$ cat src/rtl/seq_mult_ctrl_pkg.sv
// seq_mult_ctrl_pkg: shared state encoding and default operand width
package seq_mult_ctrl_pkg;
   localparam int WIDTH_DEF = 32;
   typedef enum logic [2:0] {
      IDLE = 3'd0,
      LOAD = 3'd1,
      ADD  = 3'd2,
      FIX  = 3'd3,
      DONE = 3'd4
   } state_t;
endpackage

$ cat src/rtl/seq_mult_ctrl_sign_mag.sv
// seq_mult_ctrl_sign_mag: splits a two's complement value into sign and unsigned magnitude
module seq_mult_ctrl_sign_mag
   import seq_mult_ctrl_pkg::*;
#(
   parameter int WIDTH = WIDTH_DEF
) (
   input  logic [WIDTH-1:0] val,
   output logic             sign,
   output logic [WIDTH-1:0] mag
);
   logic [WIDTH:0] ext;
   logic [WIDTH:0] full;
   assign sign = val[WIDTH-1];
   assign ext  = {sign, val};
   assign full = sign ? -ext : ext;
   // |-2^(WIDTH-1)| = 2^(WIDTH-1) still fits in WIDTH unsigned bits, so bit WIDTH is always 0
   assign mag  = full[WIDTH-1:0] | {WIDTH{full[WIDTH] & 1'b0}};
endmodule

$ cat src/rtl/seq_mult_ctrl.sv
// seq_mult_ctrl: signed repeated-addition multiplier; SEQ_MULT_ZERO_SKIP_EN enables the zero-operand shortcut
module seq_mult_ctrl
   import seq_mult_ctrl_pkg::*;
#(
   parameter int WIDTH = WIDTH_DEF
) (
   input  logic               clk,
   input  logic               rst,
   input  logic               start,
   input  logic [WIDTH-1:0]   data1,
   input  logic [WIDTH-1:0]   data2,
   output logic               busy,
   output logic               done,
   output logic [2*WIDTH-1:0] product,
   output logic               cnt_zero
);
   localparam int PW = 2 * WIDTH;
   localparam logic [WIDTH-1:0] ONE = 1;
   state_t state_q, state_d;
   logic [WIDTH-1:0] op1_q, op1_d, op2_q, op2_d, mag_a_q, mag_a_d, cnt_q, cnt_d;
   logic [PW-1:0] acc_q, acc_d, product_q, product_d;
   logic neg_q, neg_d, s1, s2;
   logic [WIDTH-1:0] m1, m2;
   seq_mult_ctrl_sign_mag #(.WIDTH(WIDTH)) u_sm1 (.val(op1_q), .sign(s1), .mag(m1));
   seq_mult_ctrl_sign_mag #(.WIDTH(WIDTH)) u_sm2 (.val(op2_q), .sign(s2), .mag(m2));
   assign busy     = state_q == LOAD || state_q == ADD || state_q == FIX;
   assign done     = state_q == DONE;
   assign product  = product_q;
   assign cnt_zero = cnt_q == '0;
   // next-state and datapath updates; start is only honoured in IDLE and DONE
   always_comb begin
      state_d   = state_q;
      op1_d     = op1_q;
      op2_d     = op2_q;
      mag_a_d   = mag_a_q;
      neg_d     = neg_q;
      acc_d     = acc_q;
      cnt_d     = cnt_q;
      product_d = product_q;
      case (state_q)
         IDLE, DONE: begin
            state_d = start ? LOAD : IDLE;
            if (start) begin
               op1_d = data1;
               op2_d = data2;
            end
         end
         LOAD: begin
            mag_a_d = m1;
            neg_d   = s1 ^ s2;
            acc_d   = '0;
            cnt_d   = m2;
            state_d = ADD;
`ifdef SEQ_MULT_ZERO_SKIP_EN
            if (m1 == '0 || m2 == '0) begin
               product_d = '0;
               state_d   = DONE;
            end
`endif
         end
         ADD: begin
            state_d = cnt_zero ? FIX : ADD;
            if (!cnt_zero) begin
               acc_d = acc_q + {{WIDTH{1'b0}}, mag_a_q};
               cnt_d = cnt_q - ONE;
            end
         end
         FIX: begin
            product_d = (neg_q && acc_q != '0) ? -acc_q : acc_q;
            state_d   = DONE;
         end
         default: state_d = IDLE;
      endcase
   end
   // state and datapath registers with synchronous reset
   always_ff @(posedge clk) begin
      if (rst) begin
         state_q   <= IDLE;
         op1_q     <= '0;
         op2_q     <= '0;
         mag_a_q   <= '0;
         neg_q     <= 1'b0;
         acc_q     <= '0;
         cnt_q     <= '0;
         product_q <= '0;
      end else begin
         state_q   <= state_d;
         op1_q     <= op1_d;
         op2_q     <= op2_d;
         mag_a_q   <= mag_a_d;
         neg_q     <= neg_d;
         acc_q     <= acc_d;
         cnt_q     <= cnt_d;
         product_q <= product_d;
      end
   end
endmodule

$ cat config.mk
export PLATFORM = sky130hd
export DESIGN_NAME = seq_mult_ctrl
export DESIGN_NICKNAME = d
export VERILOG_FILES = /design/src/rtl/seq_mult_ctrl_pkg.sv /design/src/rtl/seq_mult_ctrl_sign_mag.sv /design/src/rtl/seq_mult_ctrl.sv
export SDC_FILE = /design/constraint.sdc
export NUM_CORES = 1
export LEC_CHECK = 0
export ABC_AREA = 1
export CAP_MARGIN = 25
export CORE_ASPECT_RATIO = 2
export CORE_UTILIZATION = 34
export DETAILED_ROUTE_END_ITERATION = 10
export GPL_ROUTABILITY_DRIVEN = 0
export RECOVER_POWER = 25
export SLEW_MARGIN = 20
export SYNTH_ARGS = -nofsm -noshare
export SYNTH_HDL_FRONTEND = slang
export SYNTH_SLANG_ARGS = --single-unit
$ cat constraint.sdc
create_clock -name clk -period 3.9 [get_ports clk]
set_input_delay 0.585 -clock clk [delete_from_list [all_inputs] [get_ports clk]]
set_output_delay 0.585 -clock clk [all_outputs]
set_load 0.05 [all_outputs]
==> flow_summary_export.csv, run 1 <==
group,metric,value,unit
finish,n_antenna_cell,0,
synth,yosysTopAreaCellShare,0.279,
die,pin_count,134,
synth,avgSynthCellArea,5.76,sq um
synth,synth_area,18600,sq um
run_status,status,"completed",
global_routing,gr-total-overflow,0,
timing,period_needed,3.66,ns
critical_path,path_class,"reg2out",
synth,async_reset_ff_frac,0,
critical_path,worstPathArrival,3.07,ns
critical_path,startpoint_type,"flip-flop",
drt,dr_wl_met3,3040,um
clock_tree,clkTransAtPathRegs,0.07,ns
finish,fin_area,21300,sq um
synth,syn-num-nets,3341,
critical_path,reg2reg_slack,0.63,ns
drt,post-route-drc-count,0,
drt,wl_met2,36900,um
synth,synth_cell_types,50,
power_and_ir_drop,power_frac_clock,0.342,
critical_path,slowest_delay,0.86,ns
critical_path,cp.buffers_inverters,3,
critical_path,critPathTopFamily,"buffers and inverters",
power_and_ir_drop,leakage,10.2,nW
synth,yosysSeqAreaShare,0.279,
drt,dr_total_vias,20300,
global_routing,grt_max_degree,131,
die,initial_core_util,0.343,
power_and_ir_drop,internal_power,0.00504,W
place,dp.cells,3954,
timing,clock_skew,0.0226,ns
timing,period_share,0.938,
clock_tree,cts_buffers,27,
global_routing,grt_usage,0.259,
flow_run,cap_viol_max_count,0,
finish,finalNetCount,3411,
die,die-area,55800,sq um
synth,synth_area_leaders,"dfxtp_1 (28%), nand2_1 (19%), nor2_1 (10%)",
critical_path,cp_max_fo,5,
place,dp_hpwl,54800,um
finish,drive_above_1_share,0.0430,
finish,syn_to_final_growth,14.2,%
hold_path,hold_start,"rst",
finish,layout.cells.non_filler,4003,
power_and_ir_drop,combPwrFrac,0.281,
synth,synth_edf_count,0,
die,die_h,333,um
power_and_ir_drop,power.switching,0.00290,W
place,port_buffers,133,
critical_path,cp-end-kind,"output pin",
synth,netlist_instances,3237,
clock_tree,cts.sinks,260,
clock_tree,cts_max_level,1,
clock_tree,cts_hold_buffers,0,
timing,fmax,273,MHz
global_routing,antenna_found_initial,0,
hold_path,hold_path_end,"product[1]$_SDFFE_PP0P_",
clock_tree,clockRootBuffer,"clkbuf_16",
clock_tree,cts_tree,"yes",
power_and_ir_drop,powerDensity,373,nW/um^2
critical_path,ff2ff_path_depth,7,
power_and_ir_drop,ir_drop,0.000316,V
die,rows,121,
power_and_ir_drop,swShare,0.366,
critical_path,crit_chain,"inv_1, ha_1, nand2_1, nor2_1, nand2_1, inv_1, nand3_1, nor3_1, clkdlybuf4s50_1",
drt,post_drt_wl_per_cell,18.1,um
drt,dr.first_iter.drc_count,1125,
timing,rsz0062_at_grt,"false",
synth,synth-main-ff-cell,"dfxtp_1",
timing,worstMarginPinSlew,1.24,ns
power_and_ir_drop,power.share.sequential,0.378,
drt,dr.max_layer_used,"met4",
drt,viasPerCell,5.07,
critical_path,worst_r2r_endpoint,"mag_a_q[0]$_SDFFE_PP0P_",
synth,yosys_warnings,0,
place,placed_area,20400,sq um
critical_path,critPathSlowestCell,"clkdlybuf4s50_1",
die,coreArea,54400,sq um
drt,ant_nets,0,
critical_path,r2r-start,"state_q[1]$_SDFF_PP0_",
clock_tree,post_cts_buffers,0,
timing,maxSlewViolCount,0,
drt,totalWireLength,72500,um
clock_tree,cts_resized,0,
timing,fin_setup_tns,0,ns
synth,yosysTopAreaCell,"dfxtp_1",
hold_path,hp-class,"in2reg",
critical_path,critPathRequiredTime,3.31,ns
clock_tree,clkLatencyLatePin,0.61,ns
global_routing,first_global_vias,19400,
clock_tree,cts_buffer_depth,3,
synth,ys_seq_elements,260,
drt,met1_length,25900,um
hold_path,holdPathStages,2,
timing,setup_viol,0,
drt,drtPass1Iterations,5,
die,die_w,168,um
timing,whs,0.476,ns
timing,finalHoldViolCount,0,
timing,relSlewSlack,0.175,
finish,final_core_util,0.392,
global_routing,grt_pass1_wl,111000,um
## registers in the layout (all words and copies together) (netlist names)
register / count
acc_q: 64
product: 64
cnt_q: 32
mag_a_q: 32
op1_q: 32
op2_q: 32
state_q: 3
neg_q: 1
## stage by stage
step                      total power [W]  worst slack [ns]
after floorplan                   0.00462              1.20
after global placement            0.00524             0.899
after detailed placement          0.00525             0.915
after CTS                         0.00798             0.271
after global routing              0.00840             0.104
final                             0.00794             0.242
## synthesized netlist by cell type, types with 2 or more instances
library cell    n
a21oi_1       199
a21oi_2         3
a31oi_1         7
and2_1          5
and3_1          5
buf_1          10
buf_2          27
buf_4           7
buf_6          16
clkbuf_1       61
clkinv_1        2
dfxtp_1       260
ha_1           36
inv_1         396
inv_2          21
nand2_1       966
nand2_2         6
nand3_1       283
nand3_4         2
nand3b_1       13
nand4_1        53
nor2_1        515
nor2_2         15
nor2_4          8
nor3_1         28
nor4_1          5
o211ai_1        8
o21ai_0       164
o21ai_1        12
o21bai_1        6
o221ai_1        3
o22ai_1         4
or2_2          13
or3_1           3
xnor2_1        12
xor2_1         49
## power groups by stage
| stage | registers [W] | logic, W | clock network [W] |
|---|---|---|---|
| finish | 0.00300 | 0.00223 | 0.00271 |
| global route | 0.00302 | 0.00250 | 0.00289 |
| CTS | 0.00299 | 0.00221 | 0.00277 |
| detailed placement | 0.00305 | 0.00220 | 0 |
| global placement | 0.00305 | 0.00219 | 0 |
| floorplan | 0.00304 | 0.00157 | 0 |
## worst register-to-register path: cells and delay by family, from the launching register on
kind                   cells  cell delay [ns]
and+or+nand+nor            3             0.62
AOI/OAI and AO/OA          1             0.10
DFF                        1             0.35
buffers and inverters      3             2.06
## placed cells by master, fill, tap and decap left out, types with 13 or more instances in the layout
| cell | instances |
|---|---|
| inv_1 | 397 |
| a21oi_1 | 199 |
| clkdlybuf4s50_1 | 132 |
| nor2_1 | 516 |
| clkbuf_16 | 27 |
| nor2_2 | 14 |
| nor3_1 | 29 |
| dfxtp_1 | 260 |
| o21ai_0 | 164 |
| ha_1 | 36 |
| nand2_1 | 966 |
| nand3b_1 | 13 |
| buf_4 | 24 |
| nand4_1 | 53 |
| xor2_1 | 49 |
| or2_2 | 13 |
| inv_2 | 19 |
| nand3_1 | 283 |
## cell families after synthesis
| group | share of synthesized area |
|---|---|
| AND/OR/NAND/NOR | 0.432 |
| buffers and inverters | 0.119 |
| AO/OA/AOI/OAI | 0.115 |
| flip-flops | 0.279 |
| XOR/XNOR | 0.0287 |
| adder cells (fa/ha/maj) | 0.0252 |
## layer usage
layer  up-vias  global-route usage
li1      10400                   -
met1      9074               0.251
met2       596               0.480
met3       251              0.0381
met4         0               0.216
met5         -                   0
## layout make-up
cell class / instances / area, sq um
clock buffer: 36 / 759
clock inverter: 13 / 143
fill: 6042 / 33100
inverter: 420 / 1580
multi-input combinational: 2436 / 11200
sequential: 260 / 5200
tap: 676 / 846
timing repair buffer: 162 / 1540
## worst max path at each step
stage,from,end,cells past startpoint
final,cnt_q[0]$_SDFFE_PP0P_,cnt_zero,9
after global routing,cnt_q[0]$_SDFFE_PP0P_,cnt_zero,9
after CTS,cnt_q[0]$_SDFFE_PP0P_,cnt_zero,9
after detailed placement,cnt_q[0]$_SDFFE_PP0P_,cnt_zero,9
after global placement,cnt_q[0]$_SDFFE_PP0P_,cnt_zero,9
after floorplan,cnt_q[0]$_SDFFE_PP0P_,cnt_zero,8
No activity file was read; power rests on OpenSTA's default activity.
==> run 2, diff against run 1 <==
clock period = 4.1 ns   (was 3.9 ns; I/O delays follow)
==> flow_summary_export.csv, run 2 (same netlist as run 1, synthesis figures left out) <==
group,metric,value,unit
drt,ant_nets,0,
hold_path,hold_start,"rst",
power_and_ir_drop,ir_drop,0.000297,V
global_routing,antenna_found_initial,0,
run_status,status,"finished with violations",
clock_tree,cts_buffers,27,
clock_tree,post_cts_buffers,0,
critical_path,worstPathArrival,3.03,ns
timing,fmax,275,MHz
global_routing,grt_max_degree,131,
place,port_buffers,133,
critical_path,critPathRequiredTime,3.48,ns
finish,mostFrequentLayoutCells,"nand2_1 (966), nor2_1 (515), inv_1 (397)",
clock_tree,cts_resized,0,
timing,maxSlewViolCount,114,
timing,worstMarginPinSlew,2.01,ns
die,pin_count,134,
die,die_w,168,um
critical_path,cp_max_fo,5,
finish,layout_commonest_cell,"nand2_1",
die,die_h,333,um
power_and_ir_drop,powerDensity,357,nW/um^2
clock_tree,clkTransAtPathRegs,0.06,ns
global_routing,gr-total-overflow,0,
clock_tree,cts_hold_buffers,0,
drt,dr.first_iter.drc_count,1353,
die,coreArea,54400,sq um
critical_path,crit_start,"cnt_q[0]$_SDFFE_PP0P_",
drt,drtPass1Iterations,5,
hold_path,hp-class,"in2reg",
finish,n_antenna_cell,0,
finish,finalNetCount,3411,
clock_tree,cts.sinks,260,
clock_tree,cts_buffer_depth,3,
clock_tree,cts_max_level,1,
drt,totalWireLength,73100,um
clock_tree,clockRootBuffer,"clkbuf_16",
global_routing,grt_pass1_wl,112000,um
timing,clock_skew,0.0359,ns
clock_tree,clkLatencyLatePin,0.60,ns
drt,post-route-drc-count,0,
clock_tree,cts_tree,"yes",
die,initial_core_util,0.343,
critical_path,r2r-start,"state_q[0]$_SDFF_PP0_",
critical_path,startpoint_type,"flip-flop",
die,die-area,55800,sq um
global_routing,grt_usage,0.263,
timing,finalHoldViolCount,0,
global_routing,first_global_vias,19500,
die,rows,121,
timing,rsz0062_at_grt,"false",
finish,nFillCells,5977,
timing,setup_viol,0,
timing,period_needed,3.64,ns
place,dp_hpwl,55000,um
power_and_ir_drop,leakage,10.2,nW
critical_path,path_class,"reg2out",
timing,period_share,0.888,
drt,post_drt_wl_per_cell,18.3,um
drt,viasPerCell,5.09,
timing,relSlewSlack,-0.342,
drt,dr_total_vias,20400,
timing,whs,0.473,ns
finish,syn_to_final_growth,14.4,%
flow_run,cap_viol_max_count,2,
run_status,failed_checks,"capacitance limit, slew limit",
timing,fin_setup_tns,0,ns
finish,drive_above_1_share,0.0430,
critical_path,cp-end-kind,"output pin",
run 2: critical path, cell delays in order (launching register included):
cell and delay, ns:
dfxtp_1 0.32, inv_1 0.09, ha_1 0.25, nand2_1 0.14
nor2_1 0.29, nand2_1 0.08, inv_1 0.10, nand3_1 0.09
nor3_1 0.24, clkdlybuf4s50_1 0.86
run 2: metrics by stage:
| step | instance area, sq um | cells | utilization | worst slack (ns) | power, W |
|---|---|---|---|---|---|
| after global placement | 20400 | 3954 | 0.376 | 1.08 | 0.00499 |
| after CTS | 21400 | 4004 | 0.393 | 0.445 | 0.00766 |
| after floorplan | 18600 | 3237 | - | 1.37 | 0.00439 |
| after global routing | 21300 | 4004 | 0.392 | 0.313 | 0.00804 |
| final | 21300 | 4004 | 0.392 | 0.458 | 0.00762 |
| after detailed placement | 20400 | 3954 | 0.376 | 1.07 | 0.00500 |
run 2: routing by layer:
metal	global-route usage	part of all wire
met5	0	0
met4	0.200	0.084
met3	0.0364	0.048
met2	0.491	0.52
met1	0.259	0.35
run 2: layout make-up:
type	count	area, sq um	area share
inverters	420	1580	0.0742
flip-flops and latches	260	5200	0.244
well taps	676	846	0.0397
multi-input cells	2436	11200	0.525
repair buffers	162	1550	0.0729
clock buffers	40	815	0.0382
clock inverters	10	119	0.00557
run 2: where the power goes:
group,switching [W],total [W],internal (W)
registers,0.000171,0.00285,0.00268
logic,0.00146,0.00213,0.000676
clock network,0.00113,0.00263,0.00150
total,0.00276,0.00762,0.00486
run 2: final timing paths:
check	to	slack [ns]	cells past startpoint
setup / recovery	cnt_zero	0.46	9
hold / removal	acc_q[16]$_SDFFE_PP0P_	0.47	2
setup reg to reg	mag_a_q[31]$_SDFFE_PP0P_	0.81	8
hold reg to reg	acc_q[0]$_SDFFE_PP0P_	0.49	2
